File: src/rtl/lvl_pkg.sv
// Shared definitions for the backtrack-level controller: level-state field
// layout, result codes and FSM encoding.
package lvl_pkg;
  localparam int HAS_BKT_BIT = 0;
  localparam int DCD_BIN_LSB = 1;
  localparam int DCD_BIN_MSB = 10;

  typedef enum logic [1:0] {
    ST_LOCAL  = 2'd0,
    ST_REMOTE = 2'd1,
    ST_UNSAT  = 2'd2,
    ST_RANGE  = 2'd3
  } status_e;

  typedef enum logic [2:0] {
    S_IDLE      = 3'd0,
    S_SCAN      = 3'd1,
    S_APPLY     = 3'd2,
    S_LOAD_WAIT = 3'd3,
    S_DONE      = 3'd4
  } state_e;
endpackage

File: src/rtl/lvl_state_sel.sv
// Combinational level-index to level-state slice mux (levels are 1-based).
// Any index outside 1..NUM_LVLS reads as "already backtracked, bin 0".
module lvl_state_sel
  import lvl_pkg::*;
#(
  parameter int NUM_LVLS         = 4,
  parameter int WIDTH_LVL_STATES = 11,
  parameter int WIDTH_LVL        = 16,
  parameter int WIDTH_BIN        = 10
) (
  input  logic [WIDTH_LVL-1:0]                 idx,
  input  logic [WIDTH_LVL_STATES*NUM_LVLS-1:0] lvl_states,
  output logic                                 has_bkt,
  output logic [WIDTH_BIN-1:0]                 dcd_bin
);
  always_comb begin
    has_bkt = 1'b1;
    dcd_bin = '0;
    for (int j = 1; j <= NUM_LVLS; j++) begin
      if (idx == WIDTH_LVL'(j)) begin
        has_bkt = lvl_states[WIDTH_LVL_STATES*(j-1) + HAS_BKT_BIT];
        dcd_bin = lvl_states[WIDTH_LVL_STATES*(j-1) + DCD_BIN_LSB +: WIDTH_BIN];
      end
    end
  end
endmodule

File: src/rtl/lvl_bkt_ctrl.sv
// Finds the highest level not yet backtracked, pulses apply_bkt to the level
// array, and requests a bin switch when that level lives in another bin.
module lvl_bkt_ctrl
  import lvl_pkg::*;
#(
  parameter int NUM_LVLS         = 4,
  parameter int WIDTH_LVL_STATES = 11,
  parameter int WIDTH_LVL        = 16,
  parameter int WIDTH_BIN        = 10
) (
  input  logic                                 clk,
  input  logic                                 rst,
  input  logic                                 start_i,
  input  logic [WIDTH_LVL-1:0]                 max_lvl_i,
  input  logic [WIDTH_BIN-1:0]                 cur_bin_num_i,
  input  logic [WIDTH_LVL_STATES*NUM_LVLS-1:0] lvl_states_i,
  output logic                                 busy_o,
  output logic                                 apply_bkt_o,
  output logic [WIDTH_LVL-1:0]                 bkt_lvl_o,
  output logic [WIDTH_BIN-1:0]                 bkt_bin_o,
  output logic                                 load_req_o,
  input  logic                                 load_ack_i,
  output logic                                 done_o,
  output logic [1:0]                           status_o
);
  state_e               state, nxt_state;
  logic [WIDTH_LVL-1:0] idx, nxt_idx;
  logic [WIDTH_BIN-1:0] cur_bin_q, nxt_cur_bin;
  logic [WIDTH_LVL-1:0] bkt_lvl_q, nxt_bkt_lvl;
  logic [WIDTH_BIN-1:0] bkt_bin_q, nxt_bkt_bin;
  status_e              status_q, nxt_status;
  logic                 sel_has_bkt;
  logic [WIDTH_BIN-1:0] sel_dcd_bin;

  lvl_state_sel #(
    .NUM_LVLS        (NUM_LVLS),
    .WIDTH_LVL_STATES(WIDTH_LVL_STATES),
    .WIDTH_LVL       (WIDTH_LVL),
    .WIDTH_BIN       (WIDTH_BIN)
  ) u_sel (
    .idx       (idx),
    .lvl_states(lvl_states_i),
    .has_bkt   (sel_has_bkt),
    .dcd_bin   (sel_dcd_bin)
  );

  always_ff @(posedge clk) begin
    if (!rst) begin
      state     <= S_IDLE;
      idx       <= '0;
      cur_bin_q <= '0;
      bkt_lvl_q <= '0;
      bkt_bin_q <= '0;
      status_q  <= ST_LOCAL;
    end else begin
      state     <= nxt_state;
      idx       <= nxt_idx;
      cur_bin_q <= nxt_cur_bin;
      bkt_lvl_q <= nxt_bkt_lvl;
      bkt_bin_q <= nxt_bkt_bin;
      status_q  <= nxt_status;
    end
  end

  always_comb begin
    nxt_state   = state;
    nxt_idx     = idx;
    nxt_cur_bin = cur_bin_q;
    nxt_bkt_lvl = bkt_lvl_q;
    nxt_bkt_bin = bkt_bin_q;
    nxt_status  = status_q;
    case (state)
      S_IDLE: begin
        if (start_i) begin
          nxt_cur_bin = cur_bin_num_i;
          nxt_bkt_lvl = '0;
          nxt_bkt_bin = '0;
          if (max_lvl_i == '0) begin
            nxt_status = ST_UNSAT;
            nxt_state  = S_DONE;
          end else if (max_lvl_i > WIDTH_LVL'(NUM_LVLS)) begin
            nxt_status = ST_RANGE;
            nxt_state  = S_DONE;
          end else begin
            nxt_idx   = max_lvl_i;
            nxt_state = S_SCAN;
          end
        end
      end
      S_SCAN: begin
        // Level 1 ends the scan, so idx never decrements to 0.
        if (!sel_has_bkt) begin
          nxt_bkt_lvl = idx;
          nxt_bkt_bin = sel_dcd_bin;
          nxt_state   = S_APPLY;
        end else if (idx == WIDTH_LVL'(1)) begin
          nxt_status = ST_UNSAT;
          nxt_state  = S_DONE;
        end else begin
          nxt_idx = idx - WIDTH_LVL'(1);
        end
      end
      S_APPLY: begin
        if (bkt_bin_q == cur_bin_q) begin
          nxt_status = ST_LOCAL;
          nxt_state  = S_DONE;
        end else begin
          nxt_state = S_LOAD_WAIT;
        end
      end
      S_LOAD_WAIT: begin
        if (load_ack_i) begin
          nxt_status = ST_REMOTE;
          nxt_state  = S_DONE;
        end
      end
      S_DONE:  nxt_state = S_IDLE;
      default: nxt_state = S_IDLE;
    endcase
  end

  assign busy_o      = (state != S_IDLE);
  assign apply_bkt_o = (state == S_APPLY);
  assign load_req_o  = (state == S_LOAD_WAIT);
  assign done_o      = (state == S_DONE);
  assign bkt_lvl_o   = bkt_lvl_q;
  assign bkt_bin_o   = bkt_bin_q;
  assign status_o    = status_q;
endmodule

File: config.mk
export PLATFORM = sky130hd
export DESIGN_NAME = lvl_bkt_ctrl
export DESIGN_NICKNAME = d
export VERILOG_FILES = /design/src/rtl/lvl_pkg.sv /design/src/rtl/lvl_state_sel.sv /design/src/rtl/lvl_bkt_ctrl.sv
export SDC_FILE = /design/constraint.sdc
export NUM_CORES = 1
export LEC_CHECK = 0
export CAP_MARGIN = 10
export CORE_MARGIN = 2
export CORE_UTILIZATION = 50
export CTS_BUF_LIST = sky130_fd_sc_hd__clkbuf_8 sky130_fd_sc_hd__clkbuf_16
export CTS_CLUSTER_SIZE = 12
export DETAILED_ROUTE_END_ITERATION = 8
export GPL_ROUTABILITY_DRIVEN = 0
export PLACE_DENSITY = 0.89
export SLEW_MARGIN = 20
export SYNTH_ARGS = -nofsm -noshare
export SYNTH_HDL_FRONTEND = slang
export SYNTH_SLANG_ARGS = --single-unit
File: constraint.sdc
create_clock -name clk -period 4.89 [get_ports clk]
set_clock_uncertainty 0.05 [all_clocks]
set_input_delay 0.978 -clock clk [delete_from_list [all_inputs] [get_ports clk]]
set_output_delay 0.978 -clock clk [all_outputs]
set_load 0.05 [all_outputs]
==> qor.log <==
qor: run_status.run_status completed
qor: synthesis.yosys_warnings 0
qor: clocking.cts_tree built
qor: timing.rsz0062_at_grt false
qor: layout.final_cells 554
qor: worst_setup_path.setup.worst_path.class input port to flop
qor: floorplan.design.portCount 106
qor: detailed_routing.avgRoutedWirePerCell 18.0 um
qor: pwr.static-leakage-power 1.74 nW
qor: placed_design.dp_cells 538
qor: floorplan.design.core.area 6280 um^2
qor: worst_setup_path.crit_path_max_fanout 16
qor: detailed_routing.antenna_left 0
qor: synthesis.synth.distinct_cells 64
qor: timing.slew_violations 0
qor: clocking.cts-resized-gates 0
qor: worst_setup_path.setup.worst_path.end_class flop
qor: floorplan.die_area 7070 um^2
qor: placed_design.place_ws 1.19 ns
qor: worst_setup_path.cp_top_family simple AND/OR/NAND/NOR gates
qor: pwr.p_per_area 254 nW/um^2
qor: synthesis.avgSynthCellArea 8.46 um^2
qor: global_routing.grt_max_degree 39
qor: global_routing.antenna_found_initial 0
qor: global_routing.grt_overflow_total 0
qor: detailed_routing.drc_errors 0
qor: synthesis.synth_fp_nets 458
qor: timing.relSlewSlack 34.8%
qor: worst_setup_path.cp.required 5.03 ns
qor: synthesis.ys_seq_elements 57
qor: floorplan.effective_utilization_at_floorplan 51.1%
qor: layout.final_area 4490 um^2
qor: timing.worst_pin_slew 0.977 ns
qor: floorplan.die-height 84.1 um
qor: clocking.cts_htree_levels 3
qor: timing.final.min_clock_period 3.43 ns
qor: synthesis.dominantRegCellSynth sky130_fd_sc_hd__dfxtp_1
qor: layout.antenna_cell_count 0
qor: layout.final_net_count 551
qor: synthesis.synth_enable_flop_cells 0
qor: detailed_routing.detailroute.via_count 3,466
qor: detailed_routing.drt-vias-per-instance 6.26
qor: timing.number_of_failing_setup_endpoints_in_the_final_timing_report 0
qor: layout.layout-drive-gt1-share 9.22%
qor: global_routing.vias_in_the_first_global_route 3,264
qor: synthesis.synth_area 3210 um^2
qor: global_routing.grt_first_pass_wirelength 16.0 mm
qor: clocking.clk_transition_reported_paths 0.07 ns
qor: clocking.clockBufferDepth 2
qor: detailed_routing.initialDrtViolationCount 269
qor: synthesis.yosysSeqAreaShare 35.6%
qor: clocking.clockRootBuffer sky130_fd_sc_hd__clkbuf_8
qor: clocking.postCtsSetupBuffers 0
qor: synthesis.synth_cells 379
qor: layout.layout.filler_cells 489
qor: min_path.hold_path_class flop to flop
qor: worst_setup_path.crit_path_cell_trace clkdlybuf4s50_1 -> or3_1 -> nand3_2 -> o21ai_0 -> a21oi_1 -> or2_1 -> a211oi_1
qor: clocking.clock-sinks 57
qor: floorplan.die_width 84.1 um
qor: timing.timing.setup.tns 0 ns
qor: flow_run.drv.max_cap_violation_count 0
qor: timing.post-route-worst-setup-slack 1.46 ns
qor: global_routing.track_usage 28.1%
qor: synthesis.synth_async_sr_flop_share 0%
qor: worst_setup_path.critPathArrivalTime 3.57 ns
qor: placed_design.dp_hpwl 7.05 mm
qor: worst_setup_path.worst_path_largest_cell_delay 0.67 ns
qor: layout.area_growth_syn_to_layout 40.2%
qor: pwr.ir_drop 0.000189 V
qor: floorplan.floorplan.rows 29
qor: clocking.insertion_delay 0.34 ns
qor: placed_design.placed_cell_area 4260 um^2
qor: timing.finalCritPeriodShare 70.1%
qor: worst_setup_path.critical_path.startpoint_type input port
qor: timing.clock.fmax 292 MHz
qor: worst_setup_path.critical_path.n_buffers_inverters 1
qor: detailed_routing.totalWireLength 9.97 mm
qor: detailed_routing.first_pass_iters 6
qor: clocking.tritoncts.num_buffers 9
qor: clocking.ctsHoldBuffers 0
qor: timing.hold_viol_final 0
qor: worst_setup_path.worst_path_max_delay_cell sky130_fd_sc_hd__or2_1
qor: placed_design.port-buffer-count 105
[final timing paths]
kind,slack [ns],startpoint,end,cells after the start
setup / recovery,1.46,max_lvl_i[2],idx[1],7
setup reg to reg,1.60,idx[0],idx[1],8
hold reg to reg,0.41,bkt_lvl_o[1],bkt_lvl_o[1],2
hold / removal,0.41,bkt_lvl_o[1],bkt_lvl_o[1],2
[worst register-to-register path: stages (launching register included)]
cell and delay [ns]:
sky130_fd_sc_hd__dfxtp_1 0.46, sky130_fd_sc_hd__inv_1 0.14, sky130_fd_sc_hd__ha_1 0.37, sky130_fd_sc_hd__nor3b_1 0.29, sky130_fd_sc_hd__o311ai_2 0.18, sky130_fd_sc_hd__a21o_1 0.23
sky130_fd_sc_hd__a21oi_1 0.57, sky130_fd_sc_hd__or2_1 0.67, sky130_fd_sc_hd__a211oi_1 0.18
[metal layers]
| layer | up-vias | track usage (%) | wire length (um) |
|---|---|---|---|
| li1 | 1606 | - | - |
| met1 | 1616 | 35.8 | 3980 |
| met2 | 212 | 45.2 | 4700 |
| met3 | 32 | 6.63 | 1030 |
| met4 | 0 | 12.0 | 261 |
| met5 | - | 0 | 0 |
[cells in the mapped netlist, types with 3 or more instances]
cell type / number / area, um^2
sky130_fd_sc_hd__dfxtp_1: 57 / 1140
sky130_fd_sc_hd__nand2_1: 56 / 210
sky130_fd_sc_hd__a21oi_1: 38 / 190
sky130_fd_sc_hd__clkbuf_1: 20 / 75.1
sky130_fd_sc_hd__nor2_1: 20 / 75.1
sky130_fd_sc_hd__and3_1: 15 / 93.8
sky130_fd_sc_hd__o211ai_1: 14 / 105
sky130_fd_sc_hd__a221o_1: 10 / 100
sky130_fd_sc_hd__a22o_1: 10 / 87.6
sky130_fd_sc_hd__xor2_1: 10 / 87.6
sky130_fd_sc_hd__nor3_1: 9 / 45.0
sky130_fd_sc_hd__o311ai_0: 8 / 70.1
sky130_fd_sc_hd__and2_1: 6 / 37.5
sky130_fd_sc_hd__o21a_1: 6 / 45.0
sky130_fd_sc_hd__ha_1: 5 / 62.6
sky130_fd_sc_hd__o21ai_0: 5 / 25.0
sky130_fd_sc_hd__o21ai_1: 5 / 25.0
sky130_fd_sc_hd__o31ai_2: 5 / 62.6
sky130_fd_sc_hd__buf_2: 4 / 20.0
sky130_fd_sc_hd__inv_1: 4 / 15.0
sky130_fd_sc_hd__nor4_1: 4 / 25.0
sky130_fd_sc_hd__o31a_1: 4 / 35.0
sky130_fd_sc_hd__or2_1: 4 / 25.0
sky130_fd_sc_hd__nor2b_1: 3 / 18.8
sky130_fd_sc_hd__nor3_2: 3 / 30.0
sky130_fd_sc_hd__or3_1: 3 / 18.8
[cell usage in the layout, fill, tap and decap left out, drive strengths merged, types with 12 or more instances in the layout]
| cell | count |
|---|---|
| and3 | 15 |
| nand2 | 56 |
| nor3 | 12 |
| nor2 | 23 |
| clkdlybuf4s50 | 105 |
| o211ai | 14 |
| dfxtp | 57 |
| a21oi | 38 |
[layout make-up]
type | instances | area, um^2 | share of cell area [%]
Clock buffer | 9 | 124 | 2.76
Inverter | 5 | 18.8 | 0.418
Sequential cell | 57 | 1140 | 25.4
Timing Repair Buffer | 108 | 1070 | 23.9
Clock inverter | 7 | 111 | 2.48
Tap cell | 77 | 96.3 | 2.14
Multi-Input combinational cell | 291 | 1930 | 42.9
[cells by family (layout without fill, tap and decap cells)]
kind of cell,Yosys count,after routing,synth area share [%]
buf+inv,31,129,4.25
xor+xnor,10,10,2.73
flops,57,57,35.6
fa+ha+maj,5,5,1.95
simple gates,148,148,25.6
compound gates,128,128,29.9
[sequential cells by signal, indices dropped and copies added, names as in the netlist]
register   count
bkt_lvl_o     16
idx           16
bkt_bin_o     10
cur_bin_q     10
state          3
status_o       2
[power breakdown]
part	switching, mW	total (mW)	internal, mW	leakage [nW]
combinational	0.0673	0.140	0.0732	1.15
clock	0.187	0.521	0.334	0.126
sequential	0.00606	0.478	0.472	0.461
[per-stage QoR]
step / power, mW / utilization (%) / hold slack (ns)
6_report: 1.14 / 71.6 / 0.411
4_1_cts: 1.14 / 71.6 / 0.413
5_1_grt: 1.18 / 71.6 / 0.437
3_3_place_gp: 0.623 / 67.8 / 0.393
2_1_floorplan: 0.544 / - / 0.396
3_5_place_dp: 0.625 / 67.8 / 0.405
Note: power is estimated with default switching activity, not from simulation.
